**config.mk**
```make
export PLATFORM = sky130hd
export DESIGN_NAME = mandel_scan_ctrl
export DESIGN_NICKNAME = d
export VERILOG_FILES = /design/src/rtl/mandel_scan_ctrl.sv
export SDC_FILE = /design/constraint.sdc
export NUM_CORES = 1
export LEC_CHECK = 0
export CAP_MARGIN = 20
export CORE_MARGIN = 8
export CORE_UTILIZATION = 46
export CTS_BUF_LIST = sky130_fd_sc_hd__clkbuf_8
export CTS_CLUSTER_DIAMETER = 120
export CTS_CLUSTER_SIZE = 20
export DETAILED_ROUTE_END_ITERATION = 10
export HOLD_SLACK_MARGIN = 0.05
export PLACE_DENSITY = 0.76
export SYNTH_ARGS = -nofsm -noshare
export SYNTH_HDL_FRONTEND = slang
export SYNTH_SLANG_ARGS = --single-unit
```
**constraint.sdc**
```tcl
create_clock -name clk -period 3.2 [get_ports clk]
set_clock_uncertainty 0.2 [all_clocks]
set_input_delay 0.64 -clock clk [delete_from_list [all_inputs] [get_ports clk]]
set_output_delay 0.64 -clock clk [all_outputs]
set_load 0.03 [all_outputs]
```
**src/rtl/mandel_scan_ctrl.sv**
```systemverilog
// Frame sequencer for the Mandelbrot renderer: walks the raster,
// requests escape counts for each c, and plots the mapped colour.
module mandel_scan_ctrl #(
  parameter int unsigned        W        = 160,
  parameter int unsigned        H        = 120,
  parameter logic [7:0]         MAX_ITER = 8'd32,
  parameter logic signed [31:0] XMIN     = -(32'sd2 <<< 22),
  parameter logic signed [31:0] YMAX     = (32'sd1 <<< 22),
  parameter logic signed [31:0] DX       = 32'((64'd4 << 22) / 64'(W)),
  parameter logic signed [31:0] DY       = 32'((64'd2 << 22) / 64'(H))
) (
  input  logic        clk,
  input  logic        rstn,
  input  logic        start,
  output logic        done,
  output logic        eng_req_valid,
  input  logic        eng_req_ready,
  output logic [31:0] eng_cx,
  output logic [31:0] eng_cy,
  input  logic        eng_rsp_valid,
  input  logic [7:0]  eng_iters,
  output logic [8:0]  vga_x,
  output logic [7:0]  vga_y,
  output logic [2:0]  vga_colour,
  output logic        vga_plot
);

  localparam logic [8:0] XLAST = 9'(W - 1);
  localparam logic [7:0] YLAST = 8'(H - 1);

  typedef enum logic [2:0] {
    S_IDLE,
    S_ISSUE,
    S_WAIT,
    S_PLOT,
    S_DONE
  } state_t;

  state_t             r_state;
  logic [8:0]         r_x;
  logic [7:0]         r_y;
  logic signed [31:0] r_cx;
  logic signed [31:0] r_cy;
  logic               r_done;
  logic               r_valid;
  logic               r_plot;
  logic [8:0]         r_vx;
  logic [7:0]         r_vy;
  logic [2:0]         r_colour;

  logic               w_accept;
  logic               w_x_last;
  logic               w_y_last;
  logic [2:0]         w_colour;

  assign w_accept = r_valid & eng_req_ready;
  assign w_x_last = (r_x >= XLAST);
  assign w_y_last = (r_y >= YLAST);

  // Counts at or beyond the limit are "in set" and drawn black.
  assign w_colour = (eng_iters >= MAX_ITER) ? 3'b000
                                            : eng_iters[2:0];

  always_ff @(posedge clk or negedge rstn) begin
    if (!rstn) begin
      r_state  <= S_IDLE;
      r_x      <= '0;
      r_y      <= '0;
      r_cx     <= '0;
      r_cy     <= '0;
      r_done   <= 1'b0;
      r_valid  <= 1'b0;
      r_plot   <= 1'b0;
      r_vx     <= '0;
      r_vy     <= '0;
      r_colour <= '0;
    end else begin
      r_plot <= 1'b0;
      unique case (r_state)
        S_IDLE: begin
          r_x    <= '0;
          r_y    <= '0;
          r_cx   <= XMIN;
          r_cy   <= YMAX;
          r_done <= 1'b0;
          if (start) begin
            r_valid <= 1'b1;
            r_state <= S_ISSUE;
          end
        end
        S_ISSUE: begin
          if (w_accept) begin
            r_valid <= 1'b0;
            r_state <= S_WAIT;
          end
        end
        S_WAIT: begin
          if (eng_rsp_valid) begin
            r_colour <= w_colour;
            r_vx     <= r_x;
            r_vy     <= r_y;
            r_plot   <= 1'b1;
            r_state  <= S_PLOT;
          end
        end
        S_PLOT: begin
          if (!w_x_last) begin
            r_x     <= r_x + 9'd1;
            r_cx    <= r_cx + DX;
            r_valid <= 1'b1;
            r_state <= S_ISSUE;
          end else if (!w_y_last) begin
            r_x     <= '0;
            r_cx    <= XMIN;
            r_y     <= r_y + 8'd1;
            r_cy    <= r_cy - DY;
            r_valid <= 1'b1;
            r_state <= S_ISSUE;
          end else begin
            r_done  <= 1'b1;
            r_state <= S_DONE;
          end
        end
        S_DONE: begin
          // A new frame needs start to fall first.
          if (!start) begin
            r_done  <= 1'b0;
            r_state <= S_IDLE;
          end
        end
        default: begin
          r_valid <= 1'b0;
          r_done  <= 1'b0;
          r_state <= S_IDLE;
        end
      endcase
    end
  end

  assign done          = r_done;
  assign eng_req_valid = r_valid;
  assign eng_cx        = r_cx;
  assign eng_cy        = r_cy;
  assign vga_x         = r_vx;
  assign vga_y         = r_vy;
  assign vga_colour    = r_colour;
  assign vga_plot      = r_plot;

endmodule

```
Word-level counts from Yosys, hierarchy flattened
Index checks and enable logic that the tools add are counted.
W data, S select, Z words.
Word-level totals
  register bits after elaboration: 107
  word-level logic and storage cells: 74
  bits of input ports: 13
Operators by class
  equality and inequality tests: 12
  reductions and logical operators: 10
  bitwise gates (word level): 3
  $add $sub $neg: 4
  $lt $le $gt $ge: 3
  mux-type cells: 31
Operator list (number)
  $mux W32: 4
  $pmux W32 S2: 2
  $add A32 B18 Y32 const B: 1
  $sub A32 B18 Y32 const B: 1
  $mux W3: 7
  $mux W9: 2
  $pmux W9 S2: 1
  $mux W8: 2
  $pmux W8 S2: 1
  $pmux W3 S5: 1
  $ne A2 B2 Y1 const B: 7
  $reduce_and A4 Y1: 3
  $add A9 B1 Y9 const B: 1
  $ge A9 B8 Y1 const B: 1
  $mux W1: 9
  $add A8 B1 Y8 const B: 1
  $ge A8 B6 Y1 const B: 1
  $ge A8 B7 Y1 const B: 1
  $eq A3 B2 Y1 const B: 2
  $pmux W1 S4: 1
  $reduce_and A2 Y1: 2
  $reduce_or A2 Y1: 2
  $eq A3 B1 Y1 const B: 1
  $eq A3 B3 Y1 const B: 1
  7 further kinds: 8

Longest topological paths before layout
Gate-level depths: netlist (run 1).
  depth after elaboration: 4
  depth in mapped cells: 10

Worst setup path before layout (run 1)
OpenSTA, ideal clock, no wires.
  kind: register -> register
  start: register r_cx[0], in the netlist eng_cx[0]
  end: register r_cx[26], in the netlist eng_cx[26]
  data required time: 2.855 ns
  path buffers: 0
  period minus slack after synthesis: 2.523 ns
  setup slack: 0.677 ns
  setup time: 0.145 ns
  cell stages (with the launch flop): 8
  arrival time: 2.177 ns
  cells stage by stage: dfrtp_1 -> ha_1 -> a211oi_1 -> o211ai_1 -> a311oi_1 -> nor3_1 -> a211oi_1 -> a31oi_1
On the way
  cells in the longest elaborated chain, start to end: 3
RTL lines
  from (decl): line 42  | logic signed [31:0] r_cx;
  from (signal assigned): line 109  | r_cx <= r_cx + DX;
  $add A32 B18 Y32: line 109
  $mux W32: line 107  | if (!w_x_last) begin
  $pmux W32 S2: line 79  | unique case (r_state)
No other way between the ends.
A chain may end at the register's enable or synchronous reset.

Worst setup path in the final report (run 1)
  start: register r_y[0]
  end: register r_cy[26], in the netlist eng_cy[26]
On the way
  cells in the longest elaborated chain, start to end: 3
RTL lines
  from (decl): line 41  | logic [7:0] r_y;
  from (signal assigned): line 115  | r_y <= r_y + 8'd1;
  $ge A8 B7 Y1: line 58  | assign w_y_last = (r_y >= YLAST);
  $ne A2 B2 Y1 (no line)
  $reduce_and A3 Y1 (no line)
  to (signal assigned): line 116  | r_cy <= r_cy - DY;
  to (decl): line 43  | logic signed [31:0] r_cy;
No other way between the ends.

==> results.txt, run 1 <==
number of H-tree branching levels = 3
GPL Wtd Cong = 0.858
DRC Markers = 0
grt ovf = 0
Largest delay share family, worst path = compound AO/OA/AOI/OAI gates
wire length after detailed routing = 13.2 mm
CTS Sinks = 107
count of state elements after synthesis = 107
die outline height = 123 um
total of fill cells in the finished design = 1028
minimum clock period after layout = 2770 ps
final net count = 683
count of input and output buffers = 97
worst setup slack after placement = 488 ps
post-route ant nets = 0
Hold Path Class = input port to async pin
cell types occupying the most area after synthesis = sky130_fd_sc_hd__dfrtp_1 51%, sky130_fd_sc_hd__nand2_1 6.9%, sky130_fd_sc_hd__o21ai_0 5.3%, sky130_fd_sc_hd__nor2_1 4.7%, sky130_fd_sc_hd__xor2_1 2.5%
Critical Path AT = 2870 ps
CP endpoint = eng_cy[26]
detailed-route via count = 4608
capturing point of the worst reg2reg path = eng_cy[26]
wire length of the first global-routing pass = 22.1 mm
slowest cell delay on critical path = 520 ps
starting density of the core = 46.3%
fraction of synthesis flops using an asynchronous set or reset pin = 100%
Max Fanout on Critical Path = 9
Tightest Pin Transition = 758 ps
number of endpoints failing setup at the final stage = 0
number of antenna violations at the first check in global routing = 0
Total Power = 5.54 mW
worst path setup slack after routing = 434 ps
Synth Net Count = 586
worst path cell trace = ha_1 > a21oi_1 > o211ai_1 > a21oi_2 > o311ai_1 > or4_1 > nand2_1
worst IR drop on VDD = 0.535 mV
final number of hold-violating endpoints = 0
Synth-to-Final Area Change = 25.5%
number of buffers created by CTS = 9
cell type with the highest aggregate area in the netlist = sky130_fd_sc_hd__dfrtp_1
vias in the first global route = 4580
first-pass iteration count of the detailed router = 4
Highest Clock Rate = 362 MHz
CTS tree = done
number of antenna repair diodes = 0
unrepaired setup endpoints after global routing = no
fin crit share = 86.4%
most common cell after layout, fill and taps aside = sky130_fd_sc_hd__dfrtp_1
insertion delay to the later sink of the worst-skew pair = 370 ps
number of cells traversed by the worst register-to-register path = 7
register area share after synthesis = 51.3%
remaining max-slew budget at the tightest pin = 49.5%
worst path bufs/invs = 0
unique cell type count in the Yosys netlist = 55
final max-slew violation count = 0
Most Used Layer, Global Route = met2
area share of the leading cell type in the synthesized netlist = 51.3%
Final HPWL DP = 9.32 mm
commonest cells after routing, fill and taps aside = 107 x sky130_fd_sc_hd__dfrtp_1, 96 x sky130_fd_sc_hd__nand2_1, 96 x sky130_fd_sc_hd__clkdlybuf4s50_1
final routed wire length divided by cell count = 16.3 um
core footprint = 11300 um2
areal power density over the cells = 846 nW/um2
# rows = 39
deepest clock path buffer count = 2
number of synthesized flops with an enable pin = 0
summed instance area of the synthesized netlist = 5220 um2
detail-routed via count per cell = 5.67
TNS Setup = 0 ps
worst setup path startpoint = r_y[0]
Worst R2R Start = r_y[0]
Die ar. = 15000 um2
number of max-cap violations = 0
initial detailed-routing violation count = 260
kind of critical path = flop to flop
Synth Instances = 569
outcome = finished clean
prevailing post-synth register cell = sky130_fd_sc_hd__dfrtp_1
global-route usage over all layers = 17.9%
Die W = 123 um
synthesized area per cell = 9.18 um2
CP max-delay cell = sky130_fd_sc_hd__or4_1
sort of element at the start of the critical path = flop
setup slack of the most critical reg-to-reg path = 430 ps
global-route met3 utilization = 4.28%
Worst Path Required = 3310 ps
Worst Setup End Kind = flop
YS warnings = 0
depth of the critical timing path with buffers and inverters included = 7
clock input transition at the sequential cells of the worst setup and hold paths = 100 ps
CTS root buf = sky130_fd_sc_hd__clkbuf_8
num ports = 100
largest net degree at the start of global routing = 62
fraction of layout cells with a size suffix above 1 = 5.22%
global-route track usage on met1 = 23.1%
hold-fix buffers at CTS = 0
number of gates resized after CTS = 0
post-CTS setup buffers = 0
Leak Pwr = 2.81 nW
met2 global-route usage = 28.8%
-- registers in the layout, indices dropped and copies added, names as in the netlist --
| register | cells |
|---|---|
| done | 1 |
| eng_cx | 32 |
| eng_cy | 32 |
| eng_req_valid | 1 |
| r_state | 3 |
| r_x | 9 |
| r_y | 8 |
| vga_colour | 3 |
| vga_plot | 1 |
| vga_x | 9 |
| vga_y | 8 |
-- stage by stage --
step                      hold WS [ps]  cell area, um2  std cells  util (%)
after CTS                          150            6560        813      58.2
final                              114            6560        813      58.2
after global routing               178            6560        813      58.2
after floorplan                    144            5220        569         -
after detailed placement           265            6370        798      56.5
after global placement             260            6370        798      56.5
-- synth_stat cells (6+ instances only) --
| library cell | instances |
|---|---|
| sky130_fd_sc_hd__nor3_1 | 16 |
| sky130_fd_sc_hd__xor2_1 | 15 |
| sky130_fd_sc_hd__or3_1 | 6 |
| sky130_fd_sc_hd__xnor2_1 | 14 |
| sky130_fd_sc_hd__nor2_1 | 66 |
| sky130_fd_sc_hd__nor4_1 | 9 |
| sky130_fd_sc_hd__inv_1 | 8 |
| sky130_fd_sc_hd__and2_1 | 6 |
| sky130_fd_sc_hd__clkbuf_1 | 18 |
| sky130_fd_sc_hd__nand4_1 | 8 |
| sky130_fd_sc_hd__a31oi_1 | 16 |
| sky130_fd_sc_hd__o31ai_1 | 8 |
| sky130_fd_sc_hd__a22o_1 | 7 |
| sky130_fd_sc_hd__nand2_1 | 96 |
| sky130_fd_sc_hd__nand3_1 | 18 |
| sky130_fd_sc_hd__dfrtp_1 | 107 |
| sky130_fd_sc_hd__o21ai_0 | 55 |
| sky130_fd_sc_hd__a21oi_1 | 20 |
-- report_power, final --
| part | switching [mW] | total, mW | leakage, nW | internal (mW) |
|---|---|---|---|---|
| Sequential | 0.360 | 1.96 | 1.41 | 1.60 |
| Combinational | 1.74 | 2.78 | 1.31 | 1.04 |
| Clock | 0.449 | 0.801 | 0.0923 | 0.352 |
-- layout make-up --
| class | count | area (um2) | area share [%] |
|---|---|---|---|
| tap | 143 | 179 | 2.73 |
| timing repair buffer | 109 | 1060 | 16.1 |
| inverter | 8 | 30.0 | 0.458 |
| clock inverter | 6 | 58.8 | 0.897 |
| sequential | 107 | 2680 | 40.8 |
| clock buffer | 9 | 124 | 1.89 |
| multi-input combinational | 431 | 2430 | 37.0 |
-- routing by layer --
layer	up-vias	wire (um)
li1	2219	-
met1	2245	5910
met2	128	6280
met3	16	825
met4	0	223
met5	-	0
-- worst min path at each step --
stage               depth (start not counted)        from  slack (ps)          to
floorplan                                   0        rstn         140        done
global placement                            2    vga_x[4]         260    vga_x[4]
detailed placement                          1  eng_cx[31]         270  eng_cx[31]
CTS                                         1        rstn         150  eng_cx[18]
global route                                1        rstn         180  eng_cx[19]
finish                                      1        rstn         110  eng_cx[19]
-- logic make-up after synthesis --
kind of cell | share of synthesized area (%)
flops | 51.3
fa+ha+maj | 0.958
xor+xnor | 4.86
buf+inv | 2.35
compound gates | 17.2
simple gates | 22.8
mux | 0.575
Note: power is estimated with default switching activity, not from simulation.
==> inputs of run 2 (changes only) <==
clock period = 3.26 ns   (was 3.2 ns; I/O delays follow)
==> run 2 against run 1 <==
Net effect:
- clock-buffer cell count unchanged
- combinational power is essentially flat
- utilization grew 0.37 points
- die area is the same
- routed wire length grew 1.7%
- power fell by 0.47%
- cell count rose by 0.25%
- critical path type unchanged
- largest cell class unchanged
- largest power group unchanged
==> results.txt, run 2 (synthesis gave the netlist of run 1 again) <==
sort of element at the start of the critical path = flop
Synth-to-Final Area Change = 26.3%
depth of the critical timing path with buffers and inverters included = 8
final number of hold-violating endpoints = 0
count of input and output buffers = 97
remaining max-slew budget at the tightest pin = 49.9%
deepest clock path buffer count = 2
detail-routed via count per cell = 5.73
starting density of the core = 46.3%
fin crit share = 85.8%
vias in the first global route = 4519
clock input transition at the sequential cells of the worst setup and hold paths = 100 ps
Critical Path AT = 2840 ps
number of H-tree branching levels = 3
CP max-delay cell = sky130_fd_sc_hd__a22oi_1
Leak Pwr = 2.83 nW
Highest Clock Rate = 357 MHz
final routed wire length divided by cell count = 16.5 um
largest net degree at the start of global routing = 71
grt ovf = 0
wire length after detailed routing = 13.5 mm
Largest delay share family, worst path = simple AND/OR/NAND/NOR gates
CTS tree = done
Inst Count DP = 798
worst path bufs/invs = 1
CTS Sinks = 107
die outline height = 123 um
most common cell after layout, fill and taps aside = sky130_fd_sc_hd__dfrtp_1
WHS Path Cells = 2
DRC Markers = 0
fraction of layout cells with a size suffix above 1 = 5.51%
worst IR drop on VDD = 0.637 mV
unrepaired setup endpoints after global routing = no
Max Fanout on Critical Path = 7
Total Power = 5.52 mW
final std cells w/o fill = 815
first-pass iteration count of the detailed router = 5
number of cells traversed by the worst register-to-register path = 8
Die ar. = 15000 um2
Worst Path Required = 3300 ps
CTS root buf = sky130_fd_sc_hd__clkbuf_8
core footprint = 11300 um2
share of the core filled with cells = 58.5%
# rows = 39
GPL Wtd Cong = 0.856
final max-slew violation count = 0
Hold Path Class = flop to flop
commonest cells after routing, fill and taps aside = 107 x sky130_fd_sc_hd__dfrtp_1, 96 x sky130_fd_sc_hd__nand2_1, 96 x sky130_fd_sc_hd__clkdlybuf4s50_1
number of buffers created by CTS = 9
insertion delay to the later sink of the worst-skew pair = 380 ps
num ports = 100
kind of critical path = flop to flop
detailed-route via count = 4667
Final HPWL DP = 9.36 mm
TNS Setup = 0 ps
post-CTS setup buffers = 0
slowest cell delay on critical path = 520 ps
global-route usage over all layers = 18.1%
areal power density over the cells = 837 nW/um2
outcome = finished clean
number of antenna violations at the first check in global routing = 0
Tightest Pin Transition = 751 ps
Die W = 123 um
number of endpoints failing setup at the final stage = 0
final net count = 684
number of antenna repair diodes = 0
number of max-cap violations = 0
wire length of the first global-routing pass = 22.2 mm
post-route ant nets = 0
Worst Setup End Kind = flop
minimum clock period after layout = 2800 ps
worst path cell trace = inv_1 > ha_1 > or3b_1 > a22oi_1 > a31oi_1 > nor4b_1 > xnor2_1 > nor2_1
initial detailed-routing violation count = 371
[run 2: changes by cell type in the layout (fill, tap and decap cells not counted), sizes merged]
| cell | change |
|---|---|
| clkinv | +2 |
| clkinvlp | -1 |
| dlygate4sd3 | +1 |
[run 2: area by class of cell]
type | count | area (um2)
timing repair buffer | 110 | 1080
multi-input combinational | 431 | 2430
clock inverter | 7 | 77.6
sequential | 107 | 2680
tap | 143 | 179
fill | 993 | 4680
clock buffer | 9 | 124
inverter | 8 | 30.0
[run 2: worst paths after layout]
check / endpoint / slack [ps] / from
min in group asynchronous: eng_cx[20] / 570 / rstn
min reg2reg: vga_x[2] / 280 / vga_x[2]
max reg2reg: eng_cy[24] / 460 / eng_cy[0]
min: vga_x[2] / 280 / vga_x[2]
max: eng_cy[24] / 460 / eng_cy[0]
max in group asynchronous: vga_colour[2] / 1560 / rstn
[run 2: routing by layer]
metal  vias to the layer above  track usage (%)  part of all wire, %
met3                        19             4.28                  7.1
met4                         0             7.92                  1.8
met1                      2266             24.1                   44
met5                         -                0                    0
li1                       2222                -                    -
met2                       160             27.8                   47
[run 2: power breakdown]
part | switching (mW) | internal (mW)
clock network | 0.475 | 0.361
registers | 0.357 | 1.57
logic | 1.72 | 1.03
total | 2.55 | 2.97
[run 2: metrics by stage]
step	cell area, um2	setup WS (ps)	hold slack (ps)
2_1_floorplan	5220	737	156
3_3_place_gp	6380	568	260
3_5_place_dp	6380	527	266
5_1_grt	6600	300	318
4_1_cts	6600	496	291
6_report	6600	462	282
[run 2: repair_timing]
item,CTS,global route
resized for setup,0,0
hold buffers,1,0
endpoints found under the hold margin,22,0
[run 2: worst reg2reg max path: cells and delay by family (launching register included)]
kind | cells | cell delay [ps]
AO/OA/AOI/OAI | 2 | 720
XOR/XNOR | 1 | 180
adder cells (fa/ha/maj) | 1 | 160
buffers and inverters | 1 | 80
flip-flops | 1 | 440
AND/OR/NAND/NOR | 3 | 870
